[src/rtl/alu_defs.sv]
// Shared encodings for the multi-cycle ALU: opcodes, shift sub-ops and FSM states.
package alu_defs;

  typedef enum logic [2:0] {
    OP_FWD   = 3'b000,
    OP_ADD   = 3'b001,
    OP_AND   = 3'b010,
    OP_OR    = 3'b011,
    OP_SHIFT = 3'b100,
    OP_MUL   = 3'b101,
    OP_SUB   = 3'b110,
    OP_RSVD  = 3'b111
  } alu_op_e;

  typedef enum logic [1:0] {
    SH_SLL = 2'b00,
    SH_SRL = 2'b01,
    SH_SRA = 2'b10,
    SH_ROR = 2'b11
  } shift_op_e;

  typedef enum logic [1:0] {
    ST_IDLE = 2'd0,
    ST_RUN  = 2'd1,
    ST_FIN  = 2'd2
  } state_e;

endpackage

[src/rtl/seq_multiplier.sv]
// Shift-add multiplier, one multiplier bit per step; keeps only the low WIDTH bits.
// product is the accumulator value after the current step; done flags the final step.
module seq_multiplier #(
  parameter int WIDTH = 8
) (
  input  logic             clk,
  input  logic             srst,
  input  logic             load,
  input  logic             step,
  input  logic [WIDTH-1:0] a,
  input  logic [WIDTH-1:0] b,
  output logic [WIDTH-1:0] product,
  output logic             done
);
  localparam int CW = $clog2(WIDTH + 1);

  logic [WIDTH-1:0] acc_q, acc_d;
  logic [WIDTH-1:0] mcand_q, mcand_d;
  logic [WIDTH-1:0] mplier_q, mplier_d;
  logic [CW-1:0]    cnt_q, cnt_d;

  assign product = acc_q + (mplier_q[0] ? mcand_q : '0);
  assign done    = (cnt_q == CW'(1));

  always_comb begin
    acc_d    = acc_q;
    mcand_d  = mcand_q;
    mplier_d = mplier_q;
    cnt_d    = cnt_q;
    if (load) begin
      acc_d    = '0;
      mcand_d  = a;
      mplier_d = b;
      cnt_d    = CW'(WIDTH);
    end else if (step) begin
      acc_d    = product;
      mcand_d  = {mcand_q[WIDTH-2:0], 1'b0};
      mplier_d = {1'b0, mplier_q[WIDTH-1:1]};
      cnt_d    = cnt_q - CW'(1);
    end
  end

  always_ff @(posedge clk) begin
    if (srst) begin
      acc_q    <= '0;
      mcand_q  <= '0;
      mplier_q <= '0;
      cnt_q    <= '0;
    end else begin
      acc_q    <= acc_d;
      mcand_q  <= mcand_d;
      mplier_q <= mplier_d;
      cnt_q    <= cnt_d;
    end
  end

endmodule

[src/rtl/multicycle_alu.sv]
// Multi-cycle ALU with start/busy/done handshake. Define ALU_FAST_SHIFT_EN to use a
// single-cycle barrel shifter; otherwise shifts iterate one bit position per cycle.
module multicycle_alu
  import alu_defs::*;
#(
  parameter int WIDTH = 8
) (
  input  logic             CLK,
  input  logic             RESET,
  input  logic             START,
  input  logic [2:0]       ALUOP,
  input  logic [1:0]       SHIFTOP,
  input  logic [WIDTH-1:0] DATA1,
  input  logic [WIDTH-1:0] DATA2,
  output logic [WIDTH-1:0] RESULT,
  output logic             ZERO,
  output logic             CARRY,
  output logic             BUSY,
  output logic             DONE
);
  localparam int SHW = $clog2(WIDTH);
  localparam int CW  = $clog2(WIDTH + 1);

  state_e           state_q, state_d;
  alu_op_e          op_q, op_d;
  logic [CW-1:0]    cnt_q, cnt_d;
  logic [WIDTH-1:0] result_q, result_d;
  logic             carry_q, carry_d;

  logic             accept;
  alu_op_e          req_op;
  logic [SHW-1:0]   req_amt;
  logic [WIDTH:0]   add_sum;

  logic             mul_load, mul_step, mul_last;
  logic [WIDTH-1:0] mul_product;

`ifdef ALU_FAST_SHIFT_EN
  function automatic logic [WIDTH-1:0] barrel(input logic [WIDTH-1:0] v,
                                              input logic [SHW-1:0]   n,
                                              input shift_op_e        s);
    logic [2*WIDTH-1:0] rot;
    rot = {v, v} >> n;
    case (s)
      SH_SLL:  barrel = v << n;
      SH_SRL:  barrel = v >> n;
      SH_SRA:  barrel = WIDTH'($signed(v) >>> n);
      default: barrel = rot[WIDTH-1:0];
    endcase
  endfunction
`else
  shift_op_e        shop_q, shop_d;
  logic [WIDTH-1:0] sh_q, sh_d;

  function automatic logic [WIDTH-1:0] shift1(input logic [WIDTH-1:0] v,
                                              input shift_op_e        s);
    case (s)
      SH_SLL:  shift1 = {v[WIDTH-2:0], 1'b0};
      SH_SRL:  shift1 = {1'b0, v[WIDTH-1:1]};
      SH_SRA:  shift1 = {v[WIDTH-1], v[WIDTH-1:1]};
      default: shift1 = {v[0], v[WIDTH-1:1]};
    endcase
  endfunction
`endif

  seq_multiplier #(.WIDTH(WIDTH)) u_mul (
    .clk     (CLK),
    .srst    (RESET),
    .load    (mul_load),
    .step    (mul_step),
    .a       (DATA1),
    .b       (DATA2),
    .product (mul_product),
    .done    (mul_last)
  );

  always_comb begin
    state_d  = state_q;
    op_d     = op_q;
    cnt_d    = cnt_q;
    result_d = result_q;
    carry_d  = carry_q;
    mul_load = 1'b0;
    mul_step = 1'b0;
`ifndef ALU_FAST_SHIFT_EN
    shop_d   = shop_q;
    sh_d     = sh_q;
`endif
    req_op   = alu_op_e'(ALUOP);
    req_amt  = DATA2[SHW-1:0];
    add_sum  = {1'b0, DATA1} + {1'b0, DATA2};
    accept   = START && (state_q != ST_RUN);

    case (state_q)
      ST_RUN: begin
        cnt_d = cnt_q - CW'(1);
        if (op_q == OP_MUL) begin
          mul_step = 1'b1;
          if (mul_last) begin
            state_d  = ST_FIN;
            result_d = mul_product;
            carry_d  = 1'b0;
          end
        end
`ifndef ALU_FAST_SHIFT_EN
        else begin
          sh_d = shift1(sh_q, shop_q);
          if (cnt_q == CW'(1)) begin
            state_d  = ST_FIN;
            result_d = sh_d;
            carry_d  = 1'b0;
          end
        end
`endif
      end
      ST_FIN:  state_d = ST_IDLE;
      default: ;
    endcase

    // FIN accepts a new request too, which gives back-to-back issue.
    if (accept) begin
      op_d    = req_op;
      state_d = ST_FIN;
      case (req_op)
        OP_FWD: begin
          result_d = DATA2;
          carry_d  = 1'b0;
        end
        OP_ADD: begin
          result_d = add_sum[WIDTH-1:0];
          carry_d  = add_sum[WIDTH];
        end
        OP_AND: begin
          result_d = DATA1 & DATA2;
          carry_d  = 1'b0;
        end
        OP_OR: begin
          result_d = DATA1 | DATA2;
          carry_d  = 1'b0;
        end
        OP_SUB: begin
          result_d = DATA1 - DATA2;
          carry_d  = (DATA1 >= DATA2);
        end
        OP_MUL: begin
          mul_load = 1'b1;
          cnt_d    = CW'(WIDTH);
          state_d  = ST_RUN;
        end
        OP_SHIFT: begin
`ifdef ALU_FAST_SHIFT_EN
          result_d = barrel(DATA1, req_amt, shift_op_e'(SHIFTOP));
          carry_d  = 1'b0;
`else
          shop_d = shift_op_e'(SHIFTOP);
          sh_d   = DATA1;
          if (req_amt == '0) begin
            result_d = DATA1;
            carry_d  = 1'b0;
          end else begin
            cnt_d   = CW'(req_amt);
            state_d = ST_RUN;
          end
`endif
        end
        default: begin
          result_d = '0;
          carry_d  = 1'b0;
        end
      endcase
    end
  end

  always_ff @(posedge CLK) begin
    if (RESET) begin
      state_q  <= ST_IDLE;
      op_q     <= OP_FWD;
      cnt_q    <= '0;
      result_q <= '0;
      carry_q  <= 1'b0;
    end else begin
      state_q  <= state_d;
      op_q     <= op_d;
      cnt_q    <= cnt_d;
      result_q <= result_d;
      carry_q  <= carry_d;
    end
  end

`ifndef ALU_FAST_SHIFT_EN
  always_ff @(posedge CLK) begin
    if (RESET) begin
      shop_q <= SH_SLL;
      sh_q   <= '0;
    end else begin
      shop_q <= shop_d;
      sh_q   <= sh_d;
    end
  end
`endif

  assign RESULT = result_q;
  assign ZERO   = (result_q == '0);
  assign CARRY  = carry_q;
  assign BUSY   = (state_q == ST_RUN);
  assign DONE   = (state_q == ST_FIN);

endmodule

[config.mk]
export PLATFORM = sky130hd
export DESIGN_NAME = multicycle_alu
export DESIGN_NICKNAME = d
export VERILOG_FILES = /design/src/rtl/alu_defs.sv /design/src/rtl/seq_multiplier.sv /design/src/rtl/multicycle_alu.sv
export SDC_FILE = /design/constraint.sdc
export NUM_CORES = 1
export LEC_CHECK = 0
export ABC_AREA = 1
export CAP_MARGIN = 20
export CORE_MARGIN = 8
export CORE_UTILIZATION = 55
export CTS_CLUSTER_DIAMETER = 50
export DETAILED_ROUTE_END_ITERATION = 7
export DONT_BUFFER_PORTS = 1
export GPL_ROUTABILITY_DRIVEN = 1
export GPL_TIMING_DRIVEN = 0
export PLACE_DENSITY = 0.67
export SYNTH_ARGS = -nofsm -noshare
export SYNTH_HDL_FRONTEND = slang
export SYNTH_HIERARCHICAL = 1
export SYNTH_SLANG_ARGS = --single-unit
[constraint.sdc]
create_clock -name CLK -period 5.3 [get_ports CLK]
set_clock_uncertainty 0.2 [all_clocks]
set_input_delay 0.265 -clock CLK [delete_from_list [all_inputs] [get_ports CLK]]
set_output_delay 0.265 -clock CLK [all_outputs]
set_load 0.02 [all_outputs]
; ---- Word level (Yosys, flattened, before mapping)
; Cells that the tools add are included.
[classes]
order_cmp = 1
n_mux = 41
bitwise_logic = 2
div = 0
reduce_logical = 10
n_eq_ne = 16
n_mul = 0
addsub = 5
n_shift = 0
[ops]
columns = cell, n
row1 = $mux 8, 15
row2 = $pmux 8 s7, 1
row3 = $pmux 8 s3, 1
row4 = $mux 4, 5
row5 = $eq 3x3->1 const B, 4
row6 = $mux 1, 10
row7 = $mux 2, 5
row8 = $add 8x8->9, 1
row9 = $add 8x8->8, 1
row10 = $and 8x8->8, 1
row11 = $eq 4x1->1 const B, 2
row12 = $ge 8x8->1, 1
row13 = $logic_not 8->1, 1
row14 = $or 8x8->8, 1
row15 = $pmux 2 s2, 2
row16 = $pmux 4 s2, 1
row17 = $sub 4x1->4 const B, 2
row18 = $sub 8x8->8, 1
row19 = $eq 3x2->1 const B, 2
row20 = $logic_not 3->1, 2
row21 = $eq 2x1->1 const B, 2
row22 = $eq 2x2->1 const B, 2
row23 = $ne 4x1->1 const B, 1
row24 = $ne 4x4->1 const B, 1
row25 = 10 further kinds, 10
[word_totals]
register_bits = 56
ram_bits = 0
n_memories = 0
output_inout_bits = 12
mem_bits_ro = 0
latch_bits = 0

; ---- Depth between registers and ports, before layout
[depth]
ltp_word = 8
ltp_mapped = 18
mapped_depth_nobuf = 17

; ---- By module
; Netlist, hierarchy kept.
[by_module_without_submodules]
columns = module, area_per_inst_um2, cells_each, instances
row1 = multicycle_alu, 2936.6, 456, 1
row2 = seq_multiplier, 1675.4, 251, 1

; ---- Least setup slack after synthesis
; OpenSTA, ideal clock, no wires.
[synth_timing]
path_kind = flip-flop to flip-flop
startpoint = register u_mul.mplier_q[0]
endpoint = register result_q[6] (netlist: RESULT[6])
path_slack_ns = 3.119
arrival_ns = 1.847
path_stages_with_launch = 15
t_required_ns = 4.967
period_less_slack_ns = 2.181
path_cell_list = dfxtp_1 > buf_2 > nand2_1 > inv_1 > ha_1 > inv_1 > fa_1 > inv_1 > nand2_1 > nand2_1 > nand3b_1 > nand3_1 > nand2_1 > o2111ai_1 > a21oi_2
[synth_between]
elab_chain_len = 8
[synth_lines]
columns = item, line_no
row1 = from (decl), seq_multiplier.sv:19  ; logic [WIDTH-1:0] mplier_q, mplier_d;
row2 = from (signal assigned), seq_multiplier.sv:52  ; mplier_q <= mplier_d;
row3 = $mux 8 *, seq_multiplier.sv:22  ; assign product = acc_q + (mplier_q[0] ? mcand_q : '0);
row4 = $add 8x8->8 *, seq_multiplier.sv:22
row5 = via mul_product[6], multicycle_alu.sv:36  ; logic [WIDTH-1:0] mul_product;
row6 = $mux 8 *, multicycle_alu.sv:99  ; if (mul_last) begin
row7 = $mux 8 *, multicycle_alu.sv:97  ; if (op_q == OP_MUL) begin
row8 = $mux 8 *, multicycle_alu.sv:94  ; case (state_q)
row9 = $mux 8, multicycle_alu.sv:157  ; if (req_amt == '0) begin
row10 = $pmux 8 s7, multicycle_alu.sv:124  ; case (req_op)
row11 = $mux 8 *, multicycle_alu.sv:121  ; if (accept) begin
row12 = to (signal assigned), multicycle_alu.sv:185  ; result_q <= result_d;
row13 = to (decl), multicycle_alu.sv:27  ; logic [WIDTH-1:0] result_q, result_d;
; The timed path passes the listed nets; every way through them passes the cells marked *.
; A chain may end at the register's enable or synchronous reset.

; ---- Final worst setup path
[layout_timing]
startpoint = register state_q[1]
endpoint = register u_mul.mplier_q[0]
[layout_between]
word_cells_on_any_way = 7
[layout_rtl]
columns = item, line_no
row1 = from (decl), multicycle_alu.sv:24  ; state_e state_q, state_d;
row2 = from (signal assigned), multicycle_alu.sv:182  ; state_q <= state_d;
row3 = $eq 2x1->1, -
row4 = via BUSY, multicycle_alu.sv:18  ; output logic BUSY,
row5 = $mux 1, multicycle_alu.sv:94
row6 = via mul_step, multicycle_alu.sv:35  ; logic mul_load, mul_step, mul_last;
row7 = $reduce_bool 2->1 (no line), -
; The timed path passes the listed nets, and every way through them passes these cells.

==> impl_results.md <==
- Worst VDD drop: between 0.0001 and 0.00015 V
- CTS tree: yes
- Arrival time worst endpoint: around 2600 ps
- DR WL/cell: 16.8 µm
- Final Net Count: roughly 800
- Initial antenna violation count: 0
- Post-DP Area: approximately 4700 µm²
- # DRC: 0
- Max clock buf depth: 2
- Router iterations before antenna repair: 5
- Hold Path Depth: 4
- Met1 global-route usage: between 30% and 40%
- Top FF cell, synth: dfxtp_1
- Ports: 36
- Most frequent cells in the layout: nand2_1 (159), inv_1 (113), a21oi_1 (62), dfxtp_1 (56), nor2_1 (47)
- Crit start category: flop
- Leading area contributor after synthesis: dfxtp_1
- Hold Crit Start: DATA1[2]
- Top cell type's share of synthesized area: between 20% and 30%
- Design area: 5010 µm²
- RSZ-0062 raised after global routing: false
- Vert. Die Dim: between 100 and 150 µm
- Drt via density: 5.69
- Largest net degree at the start of global routing: 17
- Final ANT Viol Nets: 0
- Fin crit share: around 49%
- Min-delay worst type: in -> reg
- CTS hold repair buffers: 18
- Area Overhead vs Synth: 8.60%
- Hold violation count in the final report: 0
- Pins Over Slew Limit: 0
- Number of flops mapped to enable cells by yosys: 0
- Core area: about 8200 µm²
- Post-synth cell types: 48
- Post_cts resized: 0
- Endpoints failing setup: 0
- Setup bufs post-CTS: 0
- Initial Utilization: a little under three fifths
- Global-route wire length before repair: between 20,000 and 25,000 µm
- Routed vias: around 4,800
- Fill cell count: approximately 820
- Gr busiest metal: met2
- Reg2reg start: state_q[1]
- DRT Wirelength: between 10,000 and 15,000 µm
- Met3 layer usage reported by global route: roughly 5.4%
- Synth warnings: 6
- Global Route Usage Sum: between 20 and 25%
- # port buffers: 0
- Commonest non-fill, non-tap cell in the layout: nand2_1
- CTS root buffer: clkbuf_8
- Outcome: complete, no violations
- Met2 Use GR: between 30 and 40%
- R2r setup slk: approximately 2700 ps
- FFs w/ async S/R, synth: 0%
- Setup crit end kind: flop
- FP Rows: 33
- RR Endpoint: u_mul/mplier_q[0]
- FF-to-FF path depth: 12
- Die W: 108 µm
- HPWL Detailed: approximately 11,000 µm
- Post-synthesis sequential area ratio: between 20 and 25%
- Clock-pin slew on the worst setup and hold paths: ~110 ps
- H-tree Lvls: 2
- Share of layout cells above drive strength 1: between 8 and 9%
- Die area: around 12,000 µm²
- Required time of the critical path: roughly 5300 ps
- Syn avg cell area: 6.52 µm²
- Synth top area cells: dfxtp_1 (24%), nand2_1 (13%), ha_1 (10%)
- PwrDens: between 150 and 200 nW/µm²
- CTS sink cnt: 56
- Post-Syn Area: approximately 4600 µm²
- Grt total ovfl: 0
- Initial DRC Count: approximately 310
- Syn Nets: just under 800
- Diodes inserted: 0
- Worst-skew pair later-pin latency: ~320 ps
- CTS buffer count: 5
- Hold Path Sink: u_mul/mcand_q[2]
- Vias in the first global route: between 4,000 and 5,000
- Pleak: 2.46 nW
- Final setup TNS: 0 ps
- Syn Inst Count: 707
- Max_cap viols: 0
- Final worst path period need: ~2600 ps
- Crit Path Class: reg -> reg
- RD Place Congestion: ~0.94
- Slew headroom: 56.1%
- Least-Margin Pin Slew: ~650 ps
- Critical Path Fanout Max: 10
- FF+latch count, synth: 56
- Fmax: slightly below 400 MHz
[state kept, by name (all words and copies together) (netlist names), 2 cells and up]
name	cells
state_q	2
u_mul/mcand_q	8
RESULT	8
u_mul/mplier_q	8
u_mul/acc_q	8
op_q	3
shop_q	2
sh_q	8
cnt_q	4
u_mul/cnt_q	4
[final cells by class]
class | instances | area [µm²] | share of cell area [%]
clock buffer | 7 | 76.3 | 1.52
clock inverter | 1 | 8.76 | 0.175
timing repair buffer | 18 | 180 | 3.60
inverter | 128 | 485 | 9.69
sequential | 56 | 1120 | 22.4
multi-input combinational | 504 | 2880 | 57.6
buffer | 19 | 123 | 2.45
tap | 105 | 131 | 2.62
[power by group]
group / leakage, nW / switching [W] / total [W] / internal [W]
sequential: 0.455 / 0.0000204 / 0.000457 / 0.000437
combinational: 1.96 / 0.000152 / 0.000233 / 0.0000813
clock: 0.0424 / 0.000149 / 0.000244 / 0.0000951
total: 2.46 / 0.000321 / 0.000935 / 0.000613
[synth_stat cells, types with 3 or more instances]
cell type  instances
a211oi_1           3
a21oi_1           62
a21oi_2            4
buf_2              8
buf_4              3
buf_6              4
clkbuf_1           4
dfxtp_1           56
fa_1               3
ha_1              38
inv_1            113
inv_2             13
nand2_1          159
nand2_4            6
nand3_1           44
nand3b_1           3
nand4_1           11
nor2_1            47
nor2_4             4
nor3_1            10
o2111ai_1          5
o211ai_1           3
o21ai_0           46
o21ai_1           13
o221ai_1           8
o22ai_1            5
xor2_1             3
[per-layer routing]
layer / part of all wire (%) / wire length [µm]
met2: 46 / 6500
met3: 7.2 / 1020
met5: 0 / 0
met4: 2.8 / 391
met1: 44 / 6200
[worst max-delay path, stage by stage, from the launching register on]
cell and delay, ps:
dfxtp_1 340, inv_1 60, ha_1 390, buf_2 300
inv_1 120, nor2_1 290, buf_6 230, nor2_4 60
buf_6 140, a22oi_1 160, o21ai_1 90, nand2_1 60
inv_1 40
[through the flow]
| stage | std cells | power (W) | util (%) | hold slack (ps) | setup WS [ps] |
|---|---|---|---|---|---|
| after floorplan | 707 | 0.000628 | - | 212 | 3120 |
| after global placement | 812 | 0.000677 | 58.0 | 218 | 2780 |
| after detailed placement | 812 | 0.000681 | 58.0 | 223 | 2760 |
| after CTS | 838 | 0.000940 | 61.3 | 2.39 | 2750 |
| after global routing | 838 | 0.000988 | 61.3 | 10.9 | 2490 |
| final | 838 | 0.000935 | 61.3 | 12.5 | 2720 |
[cells by family after synthesis]
family          count (synthesis)  share of synthesized area, %
xor+xnor                        5                         0.950
buf+inv                       147                          13.2
fa+ha+maj                      41                          11.6
compound gates                164                          21.2
simple gates                  294                          28.8
flops                          56                          24.3
[worst max-delay path by stage]
stage,start,to,slack (ps),cells after the start
floorplan,u_mul/mplier_q[0],RESULT[6],3120,14
global placement,state_q[0],u_mul/mplier_q[0],2780,11
detailed placement,state_q[1],u_mul/mplier_q[0],2760,12
CTS,state_q[1],u_mul/mplier_q[0],2750,12
global route,u_mul/mplier_q[0],RESULT[5],2490,15
finish,state_q[1],u_mul/mplier_q[0],2720,12
Note: power is estimated with default switching activity, not from simulation.
